===== config.mk =====
export PLATFORM = sky130hd
export DESIGN_NAME = req_ack_responder
export DESIGN_NICKNAME = d
export VERILOG_FILES = /design/src/rtl/req_ack_pkg.sv /design/src/rtl/latency_timer.sv /design/src/rtl/req_ack_responder.sv
export SDC_FILE = /design/constraint.sdc
export NUM_CORES = 1
export LEC_CHECK = 0
export ABC_AREA = 1
export BUFFER_PORTS_ARGS = -buffer_cell sky130_fd_sc_hd__buf_2
export CAP_MARGIN = 25
export CORE_ASPECT_RATIO = 1.2
export CORE_MARGIN = 2
export CORE_UTILIZATION = 45
export CTS_BUF_LIST = sky130_fd_sc_hd__clkbuf_8
export DETAILED_ROUTE_END_ITERATION = 12
export GPL_ROUTABILITY_DRIVEN = 0
export MAX_ROUTING_LAYER = met4
export PLACE_DENSITY = 0.65
export SLEW_MARGIN = 30
export SYNTH_ARGS = -nofsm -noshare
export SYNTH_HDL_FRONTEND = slang
export SYNTH_HIERARCHICAL = 1
export SYNTH_SLANG_ARGS = --single-unit

===== constraint.sdc =====
create_clock -name clk -period 2.1 [get_ports clk]
set_input_delay 0.21 -clock clk [delete_from_list [all_inputs] [get_ports clk]]
set_output_delay 0.21 -clock clk [all_outputs]
set_load 0.01 [all_outputs]

===== src/rtl/req_ack_pkg.sv =====
// Shared types and constants for the req/ack responder.
// Imported by the responder, its latency timer and its bound assertion module.
package req_ack_pkg;

  typedef enum logic [1:0] {IDLE, WAIT, ACK, REL} resp_state_t;

  localparam int TIMER_W = 4;

endpackage


===== src/rtl/latency_timer.sv =====
// Loadable down-counter that stops at zero and flags it.
// The responder uses it to hold WAIT for the ack latency.
module latency_timer
  import req_ack_pkg::*;
#(
  parameter int W = TIMER_W
) (
  input  logic         clk,
  input  logic         rst,
  input  logic         load,
  input  logic [W-1:0] load_val,
  input  logic         en,
  output logic         zero
);

  logic [W-1:0] count_q, count_d;

  // NOTE: every combinational output gets a default first so that no path leaves it unassigned (no latch).
  always_comb begin
    count_d = count_q;
    if (load) begin
      count_d = load_val;
    end else if (en && (count_q != '0)) begin
      count_d = count_q - 1'b1;
    end
  end

  // NOTE: state registers use non-blocking assignments so every flop samples pre-edge values.
  always_ff @(posedge clk or posedge rst) begin
    if (rst) begin
      count_q <= '0;
    end else begin
      count_q <= count_d;
    end
  end

  assign zero = (count_q == '0);

endmodule


===== src/rtl/req_ack_responder.sv =====
// Responder side of the four-phase req/ack handshake: samples req in IDLE,
// acks after LATENCY cycles with captured data + 1, and releases on req low.
module req_ack_responder
  import req_ack_pkg::*;
#(
  parameter int DATA_W  = 8,
  parameter int LATENCY = 2,
  parameter int CNT_W   = 8
) (
  input  logic              clk,
  input  logic              rst,
  input  logic              req,
  input  logic [DATA_W-1:0] req_data,
  output logic              ack,
  output logic [DATA_W-1:0] rsp_data,
  output logic              abort_err,
  output logic [CNT_W-1:0]  done_cnt
);

  localparam logic [TIMER_W-1:0] LOAD_VAL = TIMER_W'(LATENCY - 1);

  resp_state_t       state_q, state_d;
  logic [DATA_W-1:0] data_q, data_d;
  logic [DATA_W-1:0] rsp_q, rsp_d;
  logic              ack_q, ack_d;
  logic              abort_q, abort_d;
  logic [CNT_W-1:0]  cnt_q, cnt_d;
  logic              timer_load;
  logic              timer_zero;

  latency_timer #(.W(TIMER_W)) u_timer (
    .clk     (clk),
    .rst     (rst),
    .load    (timer_load),
    .load_val(LOAD_VAL),
    .en      (state_q == WAIT),
    .zero    (timer_zero)
  );

  always_comb begin
    state_d    = state_q;
    data_d     = data_q;
    rsp_d      = rsp_q;
    ack_d      = 1'b0;
    abort_d    = 1'b0;
    cnt_d      = cnt_q;
    timer_load = 1'b0;

    case (state_q)
      IDLE: begin
        if (req) begin
          data_d = req_data;
          if (LATENCY == 1) begin
            state_d = ACK;
          end else begin
            state_d    = WAIT;
            timer_load = 1'b1;
          end
        end
      end

      WAIT: begin
        if (!req) begin
          state_d = IDLE;
          abort_d = 1'b1;
        end else if (timer_zero) begin
          state_d = ACK;
          ack_d   = 1'b1;
          rsp_d   = data_q + 1'b1;
        end
      end

      // With LATENCY==1 the first ACK cycle still has ack low; req dropping then is an abort.
      ACK: begin
        if (!req) begin
          if (ack_q) begin
            state_d = REL;
            cnt_d   = cnt_q + 1'b1;
          end else begin
            state_d = IDLE;
            abort_d = 1'b1;
          end
        end else begin
          ack_d = 1'b1;
          if (!ack_q) begin
            rsp_d = data_q + 1'b1;
          end
        end
      end

      REL:     state_d = IDLE;
      default: state_d = IDLE;
    endcase
  end

  always_ff @(posedge clk or posedge rst) begin
    if (rst) begin
      state_q <= IDLE;
      data_q  <= '0;
      rsp_q   <= '0;
      ack_q   <= 1'b0;
      abort_q <= 1'b0;
      cnt_q   <= '0;
    end else begin
      state_q <= state_d;
      data_q  <= data_d;
      rsp_q   <= rsp_d;
      ack_q   <= ack_d;
      abort_q <= abort_d;
      cnt_q   <= cnt_d;
    end
  end

  assign ack       = ack_q;
  assign rsp_data  = rsp_q;
  assign abort_err = abort_q;
  assign done_cnt  = cnt_q;

endmodule


# Word level (Yosys, flattened, before mapping)
# Cells that the tools add are included.
[totals] word_cells=53 in_bits=11 regBits=32
[classes] n_reduce_logical=10 eq_ne=10 n_addsub=3 bitwise=1 n_mux=22
[ops] operator="two-way mux 8 bit" n=4
[ops] operator="adder 8 x 1 -> 8 bit, second input constant" n=2
[ops] operator="case mux 8 bit (2 select lines)" n=1
[ops] operator="!= test 2 bit, second input constant" n=6
[ops] operator="two-way mux 2 bit" n=5
[ops] operator="two-way mux 4 bit" n=2
[ops] operator="case mux 2 bit (4 select lines)" n=1
[ops] operator="two-way mux 1 bit" n=7
[ops] operator="AND reduction 3 bit" n=2
[ops] operator="AND reduction 5 bit" n=1
[ops] operator="== test 2 bit, second input constant" n=2
[ops] operator="logical NOT 4 bit" n=1
[ops] operator="case mux 1 bit (2 select lines)" n=2
[ops] operator="nonzero test 2 bit" n=2
[ops] operator="nonzero test 4 bit" n=1
[ops] operator="subtractor 4 x 1 -> 4 bit, second input constant" n=1
[ops] operator="!= test 3 bit, second input constant" n=1
[ops] operator="== test 2 x 1 -> 1 bit, second input constant" n=1
[ops] operator="logical NOT 2 bit" n=1
[ops] operator="AND reduction 2 bit" n=1
[ops] operator="logical AND 1 bit" n=1
[ops] operator="NOT 1 bit" n=1

# Logic depth before layout (Yosys ltp)
# Gate-level depths: netlist of run 1.
[depth] ltp_word=4 mapped_depth=11 mapped_depth_nobuf=11

# Hierarchy
# Netlist of run 1, hierarchy kept.
[modules_own_cells] mod="req_ack_responder" area_each_um2=1480.2 instances=1 cells_each=186 seq_area_each_um2=700.7
[modules_own_cells] mod="latency_timer" area_each_um2=299.0 instances=1 cells_each=47 seq_area_each_um2=100.1

# Worst setup path after synthesis of run 1
# Ideal clock, no wire load.
[synth_path] kind="register to register" from="register state_q[0]" to="register u_timer.count_q[3]" stages_incl_launch_ff=11 slack_ns=0.656 arrival_ns=1.328 t_required_ns=1.984 n_path_buf=1 setup_ns=0.116 cell_sequence="dfrtp_1 inv_1 ha_1 nand2_1 inv_1 buf_4 inv_2 nand3b_1 nand2_1 clkinv_1 nand2_1"
[synth_via] elab_chain_cells=3
[synth_rtl] element="start, declared" line="req_ack_responder.sv:22" text="resp_state_t state_q, state_d;"
[synth_rtl] element="start signal, assigned" line="req_ack_responder.sv:105" text="state_q <= state_d;"
[synth_rtl] element="logical NOT 2 bit *" line="req_ack_responder.sv:49" text="case (state_q)"
[synth_rtl] element="two-way mux 1 bit *" line="req_ack_responder.sv:49"
[synth_rtl] element="via timer_load" line="req_ack_responder.sv:28" text="logic timer_load;"
[synth_rtl] element="two-way mux 4 bit or nonzero test 2 bit (tied branches)"
[synth_rtl] element="end signal, assigned" line="latency_timer.sv:33" text="count_q <= count_d;"
[synth_rtl] element="end, declared" line="latency_timer.sv:16" text="logic [W-1:0] count_q, count_d;"
# The timed path passes the listed nets; every way through them passes the cells marked *.
# A chain may end at the register's enable or synchronous reset.

# Worst setup path in the final report of run 1
[layout_path] from="register state_q[0]" to="register u_timer.count_q[3]"
[layout_via] elab_chain_cells=3
[layout_rtl] element="logical NOT 2 bit or == test 2 x 1 -> 1 bit (tied branches)" line="req_ack_responder.sv:49, req_ack_responder.sv:36"
[layout_rtl] element="two-way mux 1 bit or logical AND 1 bit (tied branches)" line="req_ack_responder.sv:49, latency_timer.sv:23"
[layout_rtl] element="two-way mux 4 bit or nonzero test 2 bit (tied branches)"
# Several ways; a longest one is shown, not always the timed one.

==> run summary, run 1 <==
Dividing the detail-routed wire length by the instance count gives 9.862 um. The floorplan step defined a die boundary enclosing 4475 um^2. The synthesized area per cell came out at 7.636 um^2. The number of optimization iterations in the first detailed-route pass is 4.

The class of the tightest hold or removal check is primary input to flop. The number of warnings reported in the yosys synthesis log is 6. The distinct cell type count of the synthesized netlist is 23. By startpoint and endpoint, the worst setup path is classified as flop to flop. At the later pin of the worst-skew pair, clock insertion delay measures 0.29 ns. The final cycle utilization of the critical path is 78.28%.

The startpoint class of the critical path is a flop. The clock tree buffer depth came out at 2. The arrival time of data at the critical path endpoint came out at 1.82 ns.

The synthesis-to-finish area growth is 18.28%. The design draws 2.772 mW. The run finished with clean final reports. Setup slack closes at 0.4561 ns. Synthesis produced a netlist whose cell count is 233.

The setup skew after layout came out at 0.003522 ns. The required time of the critical path came out at 2.28 ns. The count of boundary I/O pins came out at 29. The number of failing setup endpoints in the final timing report came out at 0.

The starting utilization of the core area is 45.87%. The via-per-instance ratio came out at 4.502. The level count of the clock H-tree came out at 2. In the global route stage, overall resource usage came out at 16.92%. Entering global routing, the biggest net connects 29 pins.

Ranked by total cell area, the synthesized netlist is headed by sky130_fd_sc_hd__dfrtp_1, sky130_fd_sc_hd__nand2_1, sky130_fd_sc_hd__ha_1. The sequential area share after synthesis came out at 45.01%. In this run, synthesis produced a sequential element count of 32. IR analysis of the VDD net gives a maximum drop of 645.2 uV.

TritonCTS built the clock tree. The final number of hold-violating endpoints came out at 0. The DRC violation count after routing came out at 0. The core region area came out at 3879 um^2. The count of vias placed by the detailed router came out at 1472. The number of nets in the finished design came out at 292. The overall overflow remaining after global route came out at 0. After detailed routing, the total wire length is 3225 um. The share of the synthesized area in the top cell type came out at 45.01%. The post-place setup slack is 0.4412 ns.

The count of nets left with antenna violations once routing finished came out at 0. The overall die width is 61.40 um. In the synthesized netlist the dominant register cell turns out to be sky130_fd_sc_hd__dfrtp_1. The number of max-capacitance violations reported came out at 0.

The time the final worst path needs with I/O delays and setup came out at 1.644 ns. The kind of end point of the critical path is a flop. Summed over all instances, the cell type with the most area after synthesis is sky130_fd_sc_hd__dfrtp_1.

The initial antenna violation count is 0. After synthesis the cells add up to 1779 um^2. From bottom edge to top edge, the die measures 72.88 um.

The number of pins exceeding their max-slew limit in the final report is 0. The core utilization of the finished layout came out at 54.26%. Setup repair after global routing left no endpoint under its margin. The fraction of registers with async set or reset after synthesis is 100.0%. The quantity of I/O buffers inserted on ports came out at 28.

Summed over all nets, the half-perimeter wirelength after detailed placement is 2434 um. The starting DRC count in detailed routing is 88. The post-route netlist has 19.41% of its cells at a drive strength greater than 1. The total CTS buffers is 5. The via count of the first global-routing pass is 1317.

The maximum clock rate came out at 0.6083 GHz. The cell leakage power is 1.164 nW. The number of enable-type register cells in the synthesized netlist came out at 0. The number of placement rows came out at 25. CTS saw 32 sinks. Along the worst path, the maximum fanout reaches 11. Dividing total power by cell area gives a power density of 1317 nW/um^2. The clock input transition at the sequential cells of the worst setup and hold paths is 0.06 ns.

The number of inserted diodes came out at 0. The wire length of the first global-routing pass came out at 5506 um. The total negative setup slack came out at 0 ns.

The cell sitting at the root of the clock tree is a sky130_fd_sc_hd__clkbuf_8.
[final timing paths]
| check | startpoint | endpoint | slack [ns] | cells past startpoint |
|---|---|---|---|---|
| worst max-delay path | state_q[0] | u_timer/count_q[3] | 0.46 | 9 |
| worst min-delay path | req_data[4] | data_q[4] | 0.12 | 3 |
| worst max register to register | state_q[0] | u_timer/count_q[3] | 0.46 | 9 |
| worst min register to register | rsp_data[1] | rsp_data[1] | 0.47 | 2 |
| max in group asynchronous | rst | done_cnt[5] | 1.32 | 4 |
| min in group asynchronous | rst | u_timer/count_q[1] | 0.35 | 3 |
[synth_stat cells (2+ instances only)]
library cell,n
sky130_fd_sc_hd__nand2_2,5
sky130_fd_sc_hd__nor2_4,2
sky130_fd_sc_hd__nand2_1,95
sky130_fd_sc_hd__xnor2_1,3
sky130_fd_sc_hd__ha_1,9
sky130_fd_sc_hd__inv_1,27
sky130_fd_sc_hd__nor2_2,2
sky130_fd_sc_hd__conb_1,2
sky130_fd_sc_hd__a21oi_1,4
sky130_fd_sc_hd__o21ai_0,12
sky130_fd_sc_hd__nand2_4,2
sky130_fd_sc_hd__nand3b_1,2
sky130_fd_sc_hd__dfrtp_1,32
sky130_fd_sc_hd__nand3_1,13
sky130_fd_sc_hd__xor2_1,2
sky130_fd_sc_hd__nor2_1,13
sky130_fd_sc_hd__inv_2,2
[cell families after synthesis]
kind of cell,Yosys count,share of synthesized area (%)
adders and majority gates,9,6.329
buffers and inverters,31,6.751
and+or+nand+nor,137,34.11
other,2,0.4221
DFF,32,45.01
xor gates and xnor gates,5,2.462
AOI/OAI and AO/OA,17,4.923
[per-stage QoR]
stage          hold WS [ns]  instance area, um^2  std cells
5_1_grt              0.1246                 2105        327
2_1_floorplan      -0.02392                 1787        235
6_report             0.1164                 2105        327
3_3_place_gp         0.1077                 2002        318
4_1_cts              0.1136                 2105        327
3_5_place_dp         0.1064                 2002        318
[repair_timing]
action / in CTS / in global routing
hold buffers: 1 / 0
setup buffers: 0 / 0
hold endpoints to repair: 32 / 0
resized for setup: 0 / 0
[registers in the layout, summed over array words and instances (netlist names)]
| name | cells |
|---|---|
| abort_err | 1 |
| ack | 1 |
| done_cnt | 8 |
| data_q | 8 |
| u_timer/count_q | 4 |
| state_q | 2 |
| rsp_data | 8 |
[cell usage in the layout, fill, tap and decap left out, types with 5 or more instances in the layout]
master                     netlist  routed
sky130_fd_sc_hd__dfrtp_1        32      32
sky130_fd_sc_hd__nor2_1         13      13
sky130_fd_sc_hd__inv_1          27      27
sky130_fd_sc_hd__ha_1            9       9
sky130_fd_sc_hd__o21ai_0        12      12
sky130_fd_sc_hd__nand3_1        13      13
sky130_fd_sc_hd__clkbuf_8        0       6
sky130_fd_sc_hd__buf_2           0      28
sky130_fd_sc_hd__nand2_1        95      95
sky130_fd_sc_hd__nand2_2         5       5
[per-layer routing]
metal / wire [um] / up-vias / track usage, %
li1: - / 786 / -
met5: 0 / - / -
met3: 113 / 8 / 3.369
met2: 1591 / 24 / 26.83
met4: 76 / 0 / 9.220
met1: 1444 / 654 / 19.77
[final cells by class]
cell class	count	area (um^2)
clock inverter	2	10.01
multi-input combinational	172	865.8
clock buffer	6	82.58
timing repair buffer	31	165.2
sequential	32	800.8
tap	54	67.56
inverter	30	112.6
fill	400	1774
[where the power goes]
part           internal, mW  switching (mW)  leakage [nW]
Sequential            0.849           0.179         0.402
Combinational         0.475           0.777         0.710
Clock                 0.261           0.230        0.0510
Total                  1.59            1.19          1.16
[worst max-delay path, cell delays in order, from the launching register on]
cell and delay [ns]:
sky130_fd_sc_hd__dfrtp_1 0.41, sky130_fd_sc_hd__inv_1 0.14, sky130_fd_sc_hd__ha_1 0.19, sky130_fd_sc_hd__nand2_1 0.11, sky130_fd_sc_hd__inv_1 0.29, sky130_fd_sc_hd__inv_2 0.12, sky130_fd_sc_hd__nand3b_1 0.11, sky130_fd_sc_hd__nand2_1 0.05
sky130_fd_sc_hd__clkinv_1 0.04, sky130_fd_sc_hd__nand2_1 0.05
Power figures use the tool's default switching activity.
==> inputs of run 2 (changes only) <==
- PLACE_DENSITY: 0.65 -> 0.67
- clock period: 2.1 -> 1.4 ns (I/O delays scaled with it)
==> run summary, run 2 (same netlist as run 1, synthesis figures left out) <==
The flow ran to the end, and the final reports show no timing, DRC or antenna violations. The core region area came to 3879 um^2 (unchanged). The total buffers and inverters traversed by the critical path came to 1 (-3).

The final number of hold-violating endpoints is 0 (unchanged). The switching part of the total power came out at 41.13% (-1.7 points). The overall power after layout is 5.064 mW (+83%). The time the final worst path needs with I/O delays and setup was 1.360 ns (-0.2836 ns). The overall die width is 61.40 um (unchanged). The cell leakage power is 1.304 nW (+12%). The total power per unit cell area was 2097 nW/um^2 (+59%).

The count of vias placed by the detailed router came out at 1583 (+7.5%). The overall overflow remaining after global route came out at 0 (unchanged). The relative contribution of the clock network to total power came out at 14.1% (-3.6 points). The busiest layer in global routing is met2. The number of failing setup endpoints in the final timing report came to 0 (unchanged).

The sequential cell area came to 802.0 um^2 (+0.16%). The die area is 4475 um^2 (unchanged). The met2 usage in global routing came to 30.73% (+3.9 points). Grouping stages by cell kind, the critical path spends the most delay in simple AND/OR/NAND/NOR gates. The number of cells after detailed placement is 332 (+4.4%). STA classifies the critical path startpoint as a flop. For this design, the slowest cell found on the critical path is sky130_fd_sc_hd__dfrtp_1. The final non-filler cell total is 352 (+7.6%). The library cells used most frequently in the layout, excluding fill and tap cells, are sky130_fd_sc_hd__nand2_1, sky130_fd_sc_hd__dfrtp_1, sky130_fd_sc_hd__buf_2.

The fill cell total of the finished layout came to 365 (-8.8%). The required time of the critical path came to 1.63 ns (-0.65 ns). The setup skew after layout came to 0.004888 ns (+0.001366 ns).

The worst setup path is captured at a flop. The arrival time of data at the critical path endpoint is 1.59 ns (-0.23 ns). The number of clock sinks seen by CTS came out at 32 (unchanged). The power share of the combinational group is 55.4% (+10 points). Setup repair after global routing could not meet its margin everywhere. The area of combinational cells with multiple inputs came out at 957.2 um^2 (+11%).

The number of placement rows is 25 (unchanged). The via-per-instance ratio is 4.497 (about the same). Leaving out fill and tap cells, the most frequent cell in the layout is sky130_fd_sc_hd__nand2_1.

The starting utilization of the core area is 45.87% (unchanged). Walking the worst path, the cells encountered are buf_4 > ha_2 > nand2_4 > nand3_2 > nor2_4 > nand3_2 > nand2_1. The clock tree buffer depth is 2 (unchanged). The clock tree from TritonCTS is yes. The largest vdd supply drop came out at 1438 uV (+120%). The total negative setup slack is 0 ns (unchanged). The number of max-capacitance violations reported came out at 0 (unchanged).

The quantity of I/O buffers inserted on ports is 28 (unchanged). The detailed placer's ending HPWL is 2527 um (+3.9%). In this design, the critical path's most frequently occurring cell is sky130_fd_sc_hd__nand3_2. The starting DRC count in detailed routing came out at 77 (-13%).

The via count of the first global-routing pass came out at 1446 (+9.8%). The level count of the clock H-tree was 2 (unchanged). The number of nets in the finished design came out at 317 (+8.6%). The clock input transition at the sequential cells of the worst setup and hold paths is 0.07 ns (about the same). The chip height is 72.88 um (unchanged).

The remaining number of nets flagged by the antenna check after routing came out at 0 (unchanged). The synthesis-to-finish area growth came out at 35.72%. The clock root buffer is sky130_fd_sc_hd__clkbuf_8.

The fraction of final layout cells sized beyond drive strength 1 came out at 31.88% (+12 points). The post-route worst hold slack is 0.04669 ns (-0.06972 ns). The DRC violation count after routing is 0 (unchanged). The met1 track demand over resource in global routing came to 21.85% (+2.1 points). The post-detailed-routing wire length is 3673 um (+14%). The total CTS buffers came out at 5 (unchanged). The number of optimization iterations in the first detailed-route pass came out at 6 (+2). The delay of the slowest cell on the worst path is 0.40 ns (about the same). The maximum clock rate is 0.7351 GHz (+21%). The highest net fanout along the worst path came to 8 (-3).

The net load switching power is 2.083 mW (+76%). The initial antenna violation count was 0 (unchanged). The part of the power in registers was 30.5% (-6.6 points). The critical path is of the flop to flop type. The wire length of the first global-routing pass is 6120 um (+11%). The final cycle utilization of the critical path came out at 97.16% (+19 points). The count of boundary I/O pins is 29 (unchanged). The number of inserted diodes came out at 0 (unchanged).

The met3 demand-to-capacity share in global routing is 5.319% (+2.0 points). The total routing resource utilization after global routing came out at 19.00% (+2.1 points). The largest net degree at the start of global routing is 29 (unchanged). The internal power contribution is 2.981 mW (+88%). The tightest min-delay check is of the primary input to flop type. The clock latency on the worst-skew pair came to 0.29 ns (about the same). The number of pins exceeding their max-slew limit in the final report came out at 0 (unchanged). The routed wire length per instance is 10.43 um (+5.8%).
[run 2: cell types whose count changed in the layout (fill, tap and decap cells not counted), sizes merged]
cell    change
buf        +24
clkbuf      +1
clkinv      -1
inv         +1
[run 2: cell type report]
| type | count | area share [%] |
|---|---|---|
| Sequential cell | 32 | 33.21 |
| Inverter | 30 | 4.974 |
| Clock buffer | 6 | 3.420 |
| Tap cell | 54 | 2.798 |
| Multi-Input combinational cell | 172 | 39.64 |
| Clock inverter | 2 | 0.3109 |
| Timing Repair Buffer | 56 | 15.65 |
[run 2: layer usage]
metal  share of wire, %  vias to the layer above
met1                 42                      716
li1                   -                      837
met3                3.3                        7
met4                1.8                        0
met2                 52                       23
met5                  0                        -
[run 2: worst paths after layout]
path,endpoint,startpoint,slack [ns],depth (start not counted)
max in group asynchronous,state_q[1],rst,0.64,4
min in group asynchronous,u_timer/count_q[3],rst,0.28,3
setup reg to reg,rsp_data[5],state_q[0],0.04,7
setup / recovery,rsp_data[5],state_q[0],0.04,7
hold reg to reg,rsp_data[5],rsp_data[5],0.47,2
hold / removal,data_q[4],req_data[4],0.05,3
[run 2: worst register-to-register path, delay by kind of cell (launching register included)]
family | cells | cell delay, ns
buffers and inverters | 1 | 0.15
DFF | 1 | 0.40
adders and majority gates | 1 | 0.20
and+or+nand+nor | 5 | 0.55
[run 2: stage by stage]
step,instance area (um^2),worst slack (ns),utilization [%]
3_3_place_gp,2107,-0.03689,54.32
6_report,2415,0.03969,62.26
5_1_grt,2415,-0.09866,62.26
4_1_cts,2287,0.006869,58.97
2_1_floorplan,1790,0.02207,-
3_5_place_dp,2107,-0.06266,54.32
[run 2: repair_timing]
item,in CTS,in global routing
resized for setup,11,21
hold endpoints to repair,32,0
hold buffers,1,0
cloned,0,1
setup buffers,7,3
setup endpoints to repair,11,17
pin swaps,4,18
[run 2: power groups by stage]
stage	logic, mW	registers [mW]	clock network (mW)
final	2.81	1.54	0.716
after global routing	3.22	1.59	0.762
after CTS	2.42	1.53	0.734
after detailed placement	2.19	1.54	0
after global placement	2.17	1.53	0
after floorplan	1.42	1.57	0
